`config.mk`:
```
export PLATFORM = sky130hd
export DESIGN_NAME = secuenciador_croma
export DESIGN_NICKNAME = d
export VERILOG_FILES = /design/src/rtl/croma_pkg.sv /design/src/rtl/antirrebote.sv /design/src/rtl/secuenciador_croma.sv
export SDC_FILE = /design/constraint.sdc
export NUM_CORES = 1
export LEC_CHECK = 0
export CORE_MARGIN = 2
export CORE_UTILIZATION = 60
export CTS_BUF_LIST = sky130_fd_sc_hd__clkbuf_16
export DETAILED_ROUTE_END_ITERATION = 8
export HOLD_SLACK_MARGIN = 0.1
export PLACE_DENSITY = 0.82
export SLEW_MARGIN = 10
export SYNTH_ARGS = -nofsm -noshare
export SYNTH_HDL_FRONTEND = slang
export SYNTH_SLANG_ARGS = --single-unit
```
`constraint.sdc`:
```
create_clock -name Clk -period 7.3 [get_ports Clk]
set_input_delay 1.095 -clock Clk [delete_from_list [all_inputs] [get_ports Clk]]
set_output_delay 1.095 -clock Clk [all_outputs]
set_load 0.03 [all_outputs]
```
`src/rtl/croma_pkg.sv`:
```
// croma_pkg: shared types and constants for the chroma sequencer.
//   modo_t   - edit mode (colour index editing vs. tone editing)
//   commit_t - frame-synchronous commit state
//   *_RST    - power-on / reset values of the committed and shadow registers
//   ton_step - saturating tone increment/decrement helper
package croma_pkg;

  typedef enum logic {
    MODO_COLOR = 1'b0,
    MODO_TONO  = 1'b1
  } modo_t;

  typedef enum logic [1:0] {
    CM_IDLE  = 2'd0,
    CM_PEND  = 2'd1,
    CM_APPLY = 2'd2
  } commit_t;

  localparam logic [2:0] COLORL_RST = 3'd7;
  localparam logic [2:0] COLORP_RST = 3'd0;
  localparam logic [7:0] TON_RST    = 8'd255;

  // Saturating step: clamps at 0 and 255 instead of wrapping.
  function automatic logic [7:0] ton_step(input logic [7:0] t, input logic up,
                                          input logic [7:0] step);
    if (up) return (t > (8'd255 - step)) ? 8'd255 : t + step;
    else    return (t < step) ? 8'd0 : t - step;
  endfunction

endpackage

```
`src/rtl/antirrebote.sv`:
```
// antirrebote: button conditioner.
//   Clk    in  system clock
//   reset  in  synchronous, active-high reset
//   raw    in  asynchronous raw button level
//   pulse  out one-cycle event on each accepted press, plus auto-repeat
//              pulses every REP_CYCLES while held when REP_EN is set
// Raw edge to first pulse is 2 + DEB_CYCLES cycles.
module antirrebote #(
  parameter int unsigned DEB_CYCLES = 250000,
  parameter int unsigned REP_CYCLES = 12500000,
  parameter bit          REP_EN     = 1'b0
) (
  input  logic Clk,
  input  logic reset,
  input  logic raw,
  output logic pulse
);

  localparam int unsigned DW = $clog2(DEB_CYCLES + 1);
  localparam int unsigned RW = $clog2(REP_CYCLES + 1);
  localparam logic [DW-1:0] DEB_LOAD = DW'(DEB_CYCLES - 1);
  localparam logic [RW-1:0] REP_LOAD = RW'(REP_CYCLES - 1);

  logic          s1, s2, acc;
  logic [DW-1:0] deb;
  logic [RW-1:0] rep;

  always_ff @(posedge Clk) begin
    if (reset) begin
      s1    <= 1'b0;
      s2    <= 1'b0;
      acc   <= 1'b0;
      deb   <= DEB_LOAD;
      rep   <= REP_LOAD;
      pulse <= 1'b0;
    end else begin
      s1    <= raw;
      s2    <= s1;
      pulse <= 1'b0;
      // Down-counter restarts whenever the synchronised level agrees with
      // the accepted one, so only an unbroken run of DEB_CYCLES is accepted.
      if (s2 == acc) begin
        deb <= DEB_LOAD;
      end else if (deb == '0) begin
        acc <= s2;
        deb <= DEB_LOAD;
        if (s2) begin
          pulse <= 1'b1;
          rep   <= REP_LOAD;
        end
      end else begin
        deb <= deb - 1'b1;
      end
      // acc is already high here, so this never coincides with the
      // rising-acceptance branch above.
      if (REP_EN && acc) begin
        if (rep == '0) begin
          pulse <= 1'b1;
          rep   <= REP_LOAD;
        end else begin
          rep <= rep - 1'b1;
        end
      end
    end
  end

endmodule

```
`src/rtl/secuenciador_croma.sv`:
```
// secuenciador_croma: button-driven colour/tone editor with frame-synchronous
// commit.
//   Clk, reset               clock and synchronous active-high reset
//   Up, Down, Tono, color, Lp raw buttons
//   Vsinc                    active-low vertical sync (Clk-synchronous)
//   ColorL, ColorP, ton      committed letter colour, background colour, tone
//   sel_obj                  edit target (0 letter, 1 background)
//   modo                     edit mode (0 COLOR, 1 TONO)
//   pendiente                shadow edits waiting for the next frame edge
//
// state      | meaning
// MODO_COLOR | Up/Down step the selected colour index, modulo 8
// MODO_TONO  | Up/Down step the tone by TON_STEP, saturating
// CM_IDLE    | outputs match shadows
// CM_PEND    | shadows changed; waiting for a Vsinc falling edge
// CM_APPLY   | shadows copied to outputs at the end of this cycle
module secuenciador_croma
  import croma_pkg::*;
#(
  parameter int unsigned DEB_CYCLES = 250000,
  parameter int unsigned REP_CYCLES = 12500000,
  parameter int unsigned TON_STEP   = 8
) (
  input  logic       Clk,
  input  logic       reset,
  input  logic       Up,
  input  logic       Down,
  input  logic       Tono,
  input  logic       color,
  input  logic       Lp,
  input  logic       Vsinc,
  output logic [2:0] ColorL,
  output logic [2:0] ColorP,
  output logic [7:0] ton,
  output logic       sel_obj,
  output logic       modo,
  output logic       pendiente
);

  localparam logic [7:0] STEP = 8'(TON_STEP);

  logic [4:0] raw, pulse;
  assign raw = {Lp, color, Tono, Down, Up};

  for (genvar i = 0; i < 5; i++) begin : g_btn
    antirrebote #(
      .DEB_CYCLES(DEB_CYCLES),
      .REP_CYCLES(REP_CYCLES),
      .REP_EN    (i < 2)
    ) u_ar (
      .Clk  (Clk),
      .reset(reset),
      .raw  (raw[i]),
      .pulse(pulse[i])
    );
  end

  modo_t      modo_q, modo_d;
  logic       sel_q, sel_d;
  logic [2:0] sh_l, sh_l_d, sh_p, sh_p_d;
  logic [7:0] sh_t, sh_t_d;
  logic       chg, up_ev, dn_ev;
  commit_t    cm_q, cm_d;
  logic       vs_q, vs_fall;

  assign vs_fall = vs_q & ~Vsinc;

  always_ff @(posedge Clk) begin
    if (reset) begin
      modo_q <= MODO_COLOR;
      sel_q  <= 1'b0;
      sh_l   <= COLORL_RST;
      sh_p   <= COLORP_RST;
      sh_t   <= TON_RST;
      cm_q   <= CM_IDLE;
      vs_q   <= 1'b1;
      ColorL <= COLORL_RST;
      ColorP <= COLORP_RST;
      ton    <= TON_RST;
    end else begin
      modo_q <= modo_d;
      sel_q  <= sel_d;
      sh_l   <= sh_l_d;
      sh_p   <= sh_p_d;
      sh_t   <= sh_t_d;
      cm_q   <= cm_d;
      vs_q   <= Vsinc;
      // Copies the shadows as they stood during APPLY; a write landing in
      // the same cycle is picked up by the next frame.
      if (cm_q == CM_APPLY) begin
        ColorL <= sh_l;
        ColorP <= sh_p;
        ton    <= sh_t;
      end
    end
  end

  // Mode and target resolve first so a coincident Up/Down uses them.
  always_comb begin
    modo_d = modo_q;
    sel_d  = sel_q ^ pulse[4];
    sh_l_d = sh_l;
    sh_p_d = sh_p;
    sh_t_d = sh_t;
    up_ev  = pulse[0] & ~pulse[1];
    dn_ev  = pulse[1] & ~pulse[0];
    if (pulse[2])      modo_d = MODO_TONO;
    else if (pulse[3]) modo_d = MODO_COLOR;
    if (up_ev || dn_ev) begin
      if (modo_d == MODO_TONO) sh_t_d = ton_step(sh_t, up_ev, STEP);
      else if (sel_d)          sh_p_d = up_ev ? sh_p + 3'd1 : sh_p - 3'd1;
      else                     sh_l_d = up_ev ? sh_l + 3'd1 : sh_l - 3'd1;
    end
    chg = (sh_l_d != sh_l) || (sh_p_d != sh_p) || (sh_t_d != sh_t);
  end

  always_comb begin
    cm_d = cm_q;
    case (cm_q)
      CM_IDLE:  if (chg) cm_d = CM_PEND;
      CM_PEND:  if (vs_fall) cm_d = CM_APPLY;
      CM_APPLY: cm_d = chg ? CM_PEND : CM_IDLE;
      default:  cm_d = CM_IDLE;
    endcase
  end

  assign sel_obj   = sel_q;
  assign modo      = modo_q;
  assign pendiente = (cm_q != CM_IDLE);

endmodule
```
[Word level (Yosys, flattened, before mapping)]
Cells that the tools add are included.
Widths: inputs -> output; s select.
Storage, ports and cells
  input bits: 8
  bits in registers: 191
  output and inout port bits: 17
  logic and storage cells: 155
Cells by class
  reductions and logical operators: 32
  bitwise logic cells: 15
  $lt $le $gt $ge: 2
  add/subtract/negate cells: 13
  eq/ne operators: 14
  muxes and demuxes: 42
Operators with widths (number)
  $mux 24: 10
  $logic_not 18->1: 5
  $sub 18x1->18 const B: 5
  $logic_not 24->1: 2
  $sub 24x1->24 const B: 2
  $mux 8: 5
  $mux 3: 8
  $reduce_or 3->1: 8
  $mux 1: 16
  $reduce_and 2->1: 6
  $not 1->1: 11
  $reduce_bool 2->1: 5
  $add 8x4->8 const B: 1
  $gt 8x8->1 const B: 1
  $lt 8x4->1 const B: 1
  $ne 8x8->1: 1
  $sub 8x4->8 const B: 1
  $add 3x1->3 const B: 2
  $ne 3x3->1: 2
  $pmux 2 s3: 1
  $reduce_and 3->1: 2
  $sub 3x1->3 const B: 2
  $eq 1x1->1: 5
  $mux 2: 2
  other kinds (8): 14

[Longest topological paths before layout]
  depth after elaboration: 11
  mapped depth: 9
  depth with buffers taken out: 7

[Hierarchy]
A second synthesis with hierarchy kept.
Unflattened totals
  cells, all modules: 1018
  area total of the unflattened synthesis: 9022.4 sq um
Modules (own cells, without submodules)
  antirrebote at g_btn[0].u_ar ...: instances 2, sequential area each 920.9 sq um, area an instance 2323.5 sq um, cells each 271
  antirrebote at g_btn[2].u_ar ...: instances 3, sequential area each 440.4 sq um, area an instance 942.2 sq um, cells each 98
  secuenciador_croma: instances 1, sequential area each 660.6 sq um, area an instance 1549.0 sq um, cells each 182

[Worst setup path before layout]
Ideal clock, no wire load.
  kind: register to register
  start point: reg g_btn[1].u_ar.rep[5]
  end point: reg g_btn[1].u_ar.rep[21]
  arrival time: 2.416 ns
  library setup time: 0.137 ns
  clock period less this slack: 2.553 ns
  setup slack: 4.747 ns
  cell stages (with the launch flop): 8
  buffers on the path: 2
  required time: 7.163 ns
  cells stage by stage: dfxtp_1 > or4_1 > buf_2 > or4_4 > buf_6 > or4_4 > o31ai_2 > nand3_1
On the way
  longest elaborated chain between the ends: 3
  elaborated cells on any way between the ends: 4
  classes of those cells: 1 x add/sub; 2 x mux; 1 x reduce/logical
RTL lines
  start: declaration: RTL line antirrebote.sv:26  | logic [RW-1:0] rep;
  start signal: assignment: RTL line antirrebote.sv:61  | rep <= rep - 1'b1;
  $sub 24x1->24 / $logic_not 24->1 (equally long branches): RTL line antirrebote.sv:61, antirrebote.sv:57
  $mux 24 (*): RTL line antirrebote.sv:57  | if (rep == '0) begin
  $mux 24 (*): RTL line antirrebote.sv:56  | if (REP_EN && acc) begin
Mark *: on every way between the ends. The rest lies on a longest branch, timed or not.
A chain may end at the register's enable or synchronous reset.

[Worst setup path after layout]
  start point: reg cm_q[0]
  end point: out pendiente
On the way
  longest elaborated chain between the ends: 1
RTL lines
  start: declaration: RTL line secuenciador_croma.sv:63  | commit_t cm_q, cm_d;
  start signal: assignment: RTL line secuenciador_croma.sv:86  | cm_q <= cm_d;
  $reduce_bool 2->1: RTL line secuenciador_croma.sv:129  | assign pendiente = (cm_q != CM_IDLE);
  end: declaration: RTL line secuenciador_croma.sv:37  | output logic pendiente
Every way passes these cells.

==> summary.txt <==
=================================================================================================
Critical-path maximum fanout .......................................................            6
Port bufs ..........................................................................           24
Hold bufs inserted after CTS .......................................................            0
Netlist area before placement ......................................................    8441 um^2
Routed vias/inst ...................................................................        5.701
Syn Area/Cell ......................................................................   8.604 um^2
Number of buffers added for setup after CTS ........................................            0
Arr. time, crit path ...............................................................      1.74 ns
Placed cells .......................................................................        1,147
Routability-driven placement congestion ratio ......................................       0.8080
Core Box Area ......................................................................  13,830 um^2
Total clock sinks ..................................................................          191
Die ar. ............................................................................  15,030 um^2
MaxCap Viol Count ..................................................................            0
Resized Gates After CTS ............................................................            0
Final worst path period need .......................................................     2.830 ns
Detailed-route DRC error count .....................................................            0
Antenna violation net count after detailed routing .................................            0
Slew at the pin with the worst max-slew slack ......................................     1.165 ns
Fraction of final layout cells sized beyond drive strength 1 .......................      0.05311
Crit end category .................................................................. primary output
Number of CTS-inserted buffers .....................................................           17
Die Span X .........................................................................     122.6 um
Number of antenna violations at the first check in global routing ..................            0
Diodes inserted ....................................................................            0
Placed wire-length estimate ........................................................    10,590 um
Count of endpoints failing setup in the final report ...............................            0
Overflow left after global routing .................................................            0
Final instance area ................................................................    9356 um^2
Count of placed standard cells in the final layout, fillers left out ...............        1,178
Category of the most critical setup path ...........................................      reg2out
Total Nets Final ...................................................................        1,011
Overall via count from detail_route ................................................        6,716
Top cell type's share of synthesized area ..........................................       0.4530
Fraction of registers with async set/reset .........................................            0
Starting density of the core .......................................................       0.6104
Final-layout fill cell count .......................................................        1,091
Total Neg Setup Slack ..............................................................         0 ns
Cell area reported after detailed placement ........................................    8765 um^2
CTS tree ...........................................................................         done
Required time of the worst setup path ..............................................      6.20 ns
Power Dens Cells ................................................................... 215.2 nW/um^2
H-tree depth .......................................................................            4
Most common cell in the synthesized netlist ........................................ sky130_fd_sc_hd__dfxtp_1
Wirelength per Cell ................................................................     13.51 um
Relative max-transition margin .....................................................       0.2233
Root buffer cell ................................................................... sky130_fd_sc_hd__clkbuf_16
Worst hold path type ...............................................................      reg2reg
Overall routing resource usage .....................................................       0.2257
Number of synthesis warnings .......................................................            0
Global-route wire length before repair .............................................    27,360 um
Proportion of synthesized chip area in sequential cells ............................       0.4530
Post-synthesis net count ...........................................................        1,006
Via count of the first global-routing pass .........................................        6,178
Die outline height .................................................................     122.6 um
Synthesized netlist cell count .....................................................          981
Clock Skew .........................................................................   0.01113 ns
Clock slew seen by the registers of the worst setup and hold paths .................      0.07 ns
Number of iterations in the first detailed-routing pass ............................            5
Hold violation count in the final report ...........................................            0
Result of the run ..................................................................    completed
Count of state elements after synthesis ............................................          191
Startpoint type of the worst setup path ............................................         flop
Worst supply voltage drop on vdd ...................................................     176.5 uV
Highest attainable clock frequency .................................................    353.3 MHz
Final Cycle Share ..................................................................       0.3877
Smallest setup slack after layout ..................................................     4.470 ns
Count of flip-flops with a built-in enable after synthesis .........................            0
Number of distinct library cell variants in the gate-level netlist after synthesis .           48
Clock buffer depth .................................................................            2
Synth area leaders ................................................................. sky130_fd_sc_hd__dfxtp_1 45%, sky130_fd_sc_hd__xnor2_1 6.1%, sky130_fd_sc_hd__nand2_1 5.2%
Total detailed-routing wirelength ..................................................    15,920 um
Max Slew Vio Count .................................................................            0
Sequential cell area ...............................................................    3824 um^2
List of most frequent post-synthesis cells ......................................... 191 x sky130_fd_sc_hd__dfxtp_1, 117 x sky130_fd_sc_hd__nand2_1, 93 x sky130_fd_sc_hd__nor2_1, 59 x sky130_fd_sc_hd__xnor2_1, 45 x sky130_fd_sc_hd__nand3_1
Leak Pwr ...........................................................................     3.176 nW
Floorplan row count ................................................................           43
Number of DRC violations after detailed-routing iteration 0 ........................          497
Setup repair after global routing missed its margin ................................        false
Area of combinational cells with multiple inputs ...................................    4330 um^2
Pre-CTS setup slack ................................................................     4.601 ns
Total I/O pin count ................................................................           25
Insertion delay of the later-clocked pin in the worst-skew pair ....................      0.44 ns
Dominant register cell in the synthesized netlist .................................. sky130_fd_sc_hd__dfxtp_1
Post-synthesis to final-layout area growth .........................................       10.85%
Largest net degree at the start of global routing ..................................           65
Biggest area consumer among synthesized cells ...................................... sky130_fd_sc_hd__dfxtp_1
=================================================================================================
## layout by cell type (no fill, tap or decap), types with 32 or more instances in the layout
cell type / count
sky130_fd_sc_hd__or4_1: 32
sky130_fd_sc_hd__nand3_1: 45
sky130_fd_sc_hd__xnor2_1: 59
sky130_fd_sc_hd__or3_1: 35
sky130_fd_sc_hd__inv_1: 33
sky130_fd_sc_hd__nand2_1: 117
sky130_fd_sc_hd__nor2_1: 93
sky130_fd_sc_hd__dfxtp_1: 191
sky130_fd_sc_hd__nor3_1: 43
sky130_fd_sc_hd__a21oi_1: 41
## worst max-delay path: stages, from the launching register on
cell                              delay, ns
sky130_fd_sc_hd__dfxtp_1               0.35
sky130_fd_sc_hd__or2_2                 0.34
sky130_fd_sc_hd__clkdlybuf4s50_1       0.60
## path summary, 6_finish.rpt
path                              from                    to  slack, ns  depth (start not counted)
hold / removal    g_btn[2].u_ar.deb[0]  g_btn[2].u_ar.deb[0]       0.42                          1
setup reg to reg  g_btn[0].u_ar.deb[0]  g_btn[0].u_ar.rep[6]       4.59                          7
setup / recovery               cm_q[0]             pendiente       4.47                          2
hold reg to reg   g_btn[2].u_ar.deb[0]  g_btn[2].u_ar.deb[0]       0.42                          1
## through the flow
step	hold WS (ns)	util	power, mW
finish	0.4151	0.6767	2.013
global route	0.4404	0.6767	2.076
CTS	0.4171	0.6767	2.030
detailed placement	0.4005	0.6339	1.100
global placement	0.3945	0.6339	1.100
floorplan	0.3790	-	1.090
## power by group
group	switching, mW	internal (mW)	leakage, nW
clock network	0.400	0.537	0.289
logic	0.0183	0.0108	1.34
registers	0.00219	1.05	1.55
## cells by family after synthesis
logic type / Yosys count / share of synthesized area
DFF: 191 / 0.4530
adders and majority gates: 17 / 0.02698
muxes: 3 / 0.003558
xor gates and xnor gates: 83 / 0.08613
AOI/OAI and AO/OA: 132 / 0.1001
and+or+nand+nor: 481 / 0.2963
buffers and inverters: 74 / 0.03395
## routing by layer
metal,up-vias,track usage,share of wire
met5,-,0,0
li1,3471,-,-
met1,3112,0.2911,0.49
met4,0,0.07830,0.017
met2,108,0.3750,0.46
met3,25,0.04833,0.030
## sequential cells by signal, summed over array words and instances (netlist names)
signal and count:
ColorL 3, ColorP 3, cm_q 2, g_btn.u_ar.acc 5
g_btn.u_ar.deb 90, g_btn.u_ar.pulse 5, g_btn.u_ar.rep 48, g_btn.u_ar.s1 5
g_btn.u_ar.s2 5, modo 1, sel_obj 1, sh_l 3
sh_p 3, sh_t 8, ton 8, vs_q 1
## area by class of cell
cell class / count / area share
timing repair buffer: 28 / 0.02835
clock inverter: 14 / 0.01779
tap: 180 / 0.02407
clock buffer: 17 / 0.04547
inverter: 32 / 0.01284
multi-input combinational: 716 / 0.4628
sequential: 191 / 0.4087
Power figures use the tool's default switching activity.
==> edit (config.mk and constraints unchanged) <==
`DEB_CYCLES` is set to 250000 in 2 places; all go to 62500.
--- a/src/rtl/antirrebote.sv
+++ b/src/rtl/antirrebote.sv
@@ -8,3 +8,3 @@
 module antirrebote #(
-  parameter int unsigned DEB_CYCLES = 250000,
+  parameter int unsigned DEB_CYCLES = 62500,
   parameter int unsigned REP_CYCLES = 12500000,
--- a/src/rtl/secuenciador_croma.sv
+++ b/src/rtl/secuenciador_croma.sv
@@ -19,3 +19,3 @@
 #(
-  parameter int unsigned DEB_CYCLES = 250000,
+  parameter int unsigned DEB_CYCLES = 62500,
   parameter int unsigned REP_CYCLES = 12500000,
Formal check against the unedited RTL: no difference found for any inputs over 4 cycles, from zero or initial values and one cycle with reset high; that may be too few to reach the edited logic, so the function may still have changed.
==> edit against the unedited design <==
Total power fell by 4.2%; combinational power fell by 12%; worst setup slack got worse by 7.3 ps; sequential share of layout area fell by 0.28 points; wire length fell by 7.6%; design area fell by 4.6%; area after synthesis fell by 5.1%; sequential cell count fell by 10; critical endpoint is now g_btn[0].u_ar.rep[23].
==> edit: results (changes against the unedited design) <==
stage,metric,value,unit,change
status,outcome,completed,,unchanged
global_route,grt_use_total,21.85,%,was 22.57%
route,vias,6224,,was 6716
yosys,synthAdderAreaFrac,2.686,%,was 2.698%
yosys,synth_area_leaders,"dfxtp_1 (45%), xnor2_1 (7.9%), nand2_1 (5.2%)",,"was dfxtp_1 (45%), xnor2_1 (6.1%), nand2_1 (5.2%)"
power,ir_drop,161.8,uV,was 176.5 uV
worst_setup_path,r2r_setup_slack,4460,ps,was 4590 ps
sta,clock-skew-final,11.70,ps,was 11.13 ps
yosys,syn-num-nets,928,,was 1006
layout,seq_cell_count,181,,was 191
sta,whs,401.4,ps,was 415.1 ps
hold_path,hold_start,g_btn[3].u_ar.deb[0],,was g_btn[2].u_ar.deb[0]
placement,gp_congestion,0.8176,,was 0.8080
layout,nNetsFinal,938,,was 1011
layout,multi_input_gates,653,,was 716
global_route,grt_max_degree,38,,was 65
worst_setup_path,r2r-start,g_btn[0].u_ar.acc,,was g_btn[0].u_ar.deb[0]
worst_setup_path,cp.arrival,3110,ps,was 1740 ps
layout,multi_input_area,4113,sq um,was 4330 sq um
route,wl_met3,586,um,was 480 um
hold_path,holdPathEnd,g_btn[3].u_ar.deb[0],,was g_btn[2].u_ar.deb[0]
route,m1WireLength,7204,um,was 7856 um
layout,non_clock_buffer_count,27,,was 28
sta,worst_pin_slew,1056,ps,was 1165 ps
global_route,grt_pass1_vias,5814,,was 6178
route,met2WireLength,6774,um,was 7307 um
layout,fill_cells,1054,,was 1091
yosys,ys_types,58,,was 48
power,powerDensity,216.1,nW/um^2,was 215.2 nW/um^2
yosys,yosys.area_share.xor_xnor,11.37,%,was 8.613%
sta,min_period,2838,ps,was 2830 ps
layout,largest_reg_flops,80,,was 90
placement,hpwlAfterDp,9760,um,was 10590 um
yosys,muxShareOfSynthArea,1.015,%,was 0.3558%
placement,dp_cells,1071,,was 1147
power,p_leak,3.082,nW,was 3.176 nW
yosys,synth_compound_area_share,10.25,%,was 10.01%
worst_setup_path,cp_max_fo,23,,was 6
layout,reg.largest.list,"g_btn.u_ar.deb x80, g_btn.u_ar.rep x48",,"was g_btn.u_ar.deb x90, g_btn.u_ar.rep x48"
yosys,synth_commonest_cells,"dfxtp_1 (181), nand2_1 (111), nor2_1 (81)",,"was dfxtp_1 (191), nand2_1 (117), nor2_1 (93)"
route,drt_iter0_markers,509,,was 497
layout,sh_seq_area,40.58,%,was 40.87%
layout,drive_above_1_share,6.048,%,was 5.311%
route,wl_per_cell,13.35,um,was 13.51 um
route,wl,14710,um,was 15920 um
yosys,synth-seq-area-share,45.23,%,was 45.30%
-- edit: changes by cell type after synthesis, sizes merged, moves of 9 or more --
cell	change
o31ai	-19
a2111oi	+13
clkbuf	-14
nor2	-12
o21ai	-9
dfxtp	-10
o211ai	+11
xnor2	+13
nand3b	-9
or3	-15
or4	-12
-- edit: layer usage --
layer  up-vias  track usage, %
li1       3187               -
met1      2896           28.19
met2       124           36.25
met3        17           5.228
met4         0           6.985
met5         -               0
-- edit: report_power, final --
group	total [W]	switching, W	internal [W]
clock network	0.000910	0.000376	0.000534
logic	0.0000257	0.0000171	0.00000859
registers	0.000993	0.00000207	0.000991
total	0.00193	0.000395	0.00153
-- edit: critical path, cell delays in order, from the launching register on --
cell	delay, ps
dfxtp_1	370
inv_1	70
ha_1	250
nor4_1	200
nand4_1	740
a2111oi_0	760
xnor2_1	200
nand3_2	90
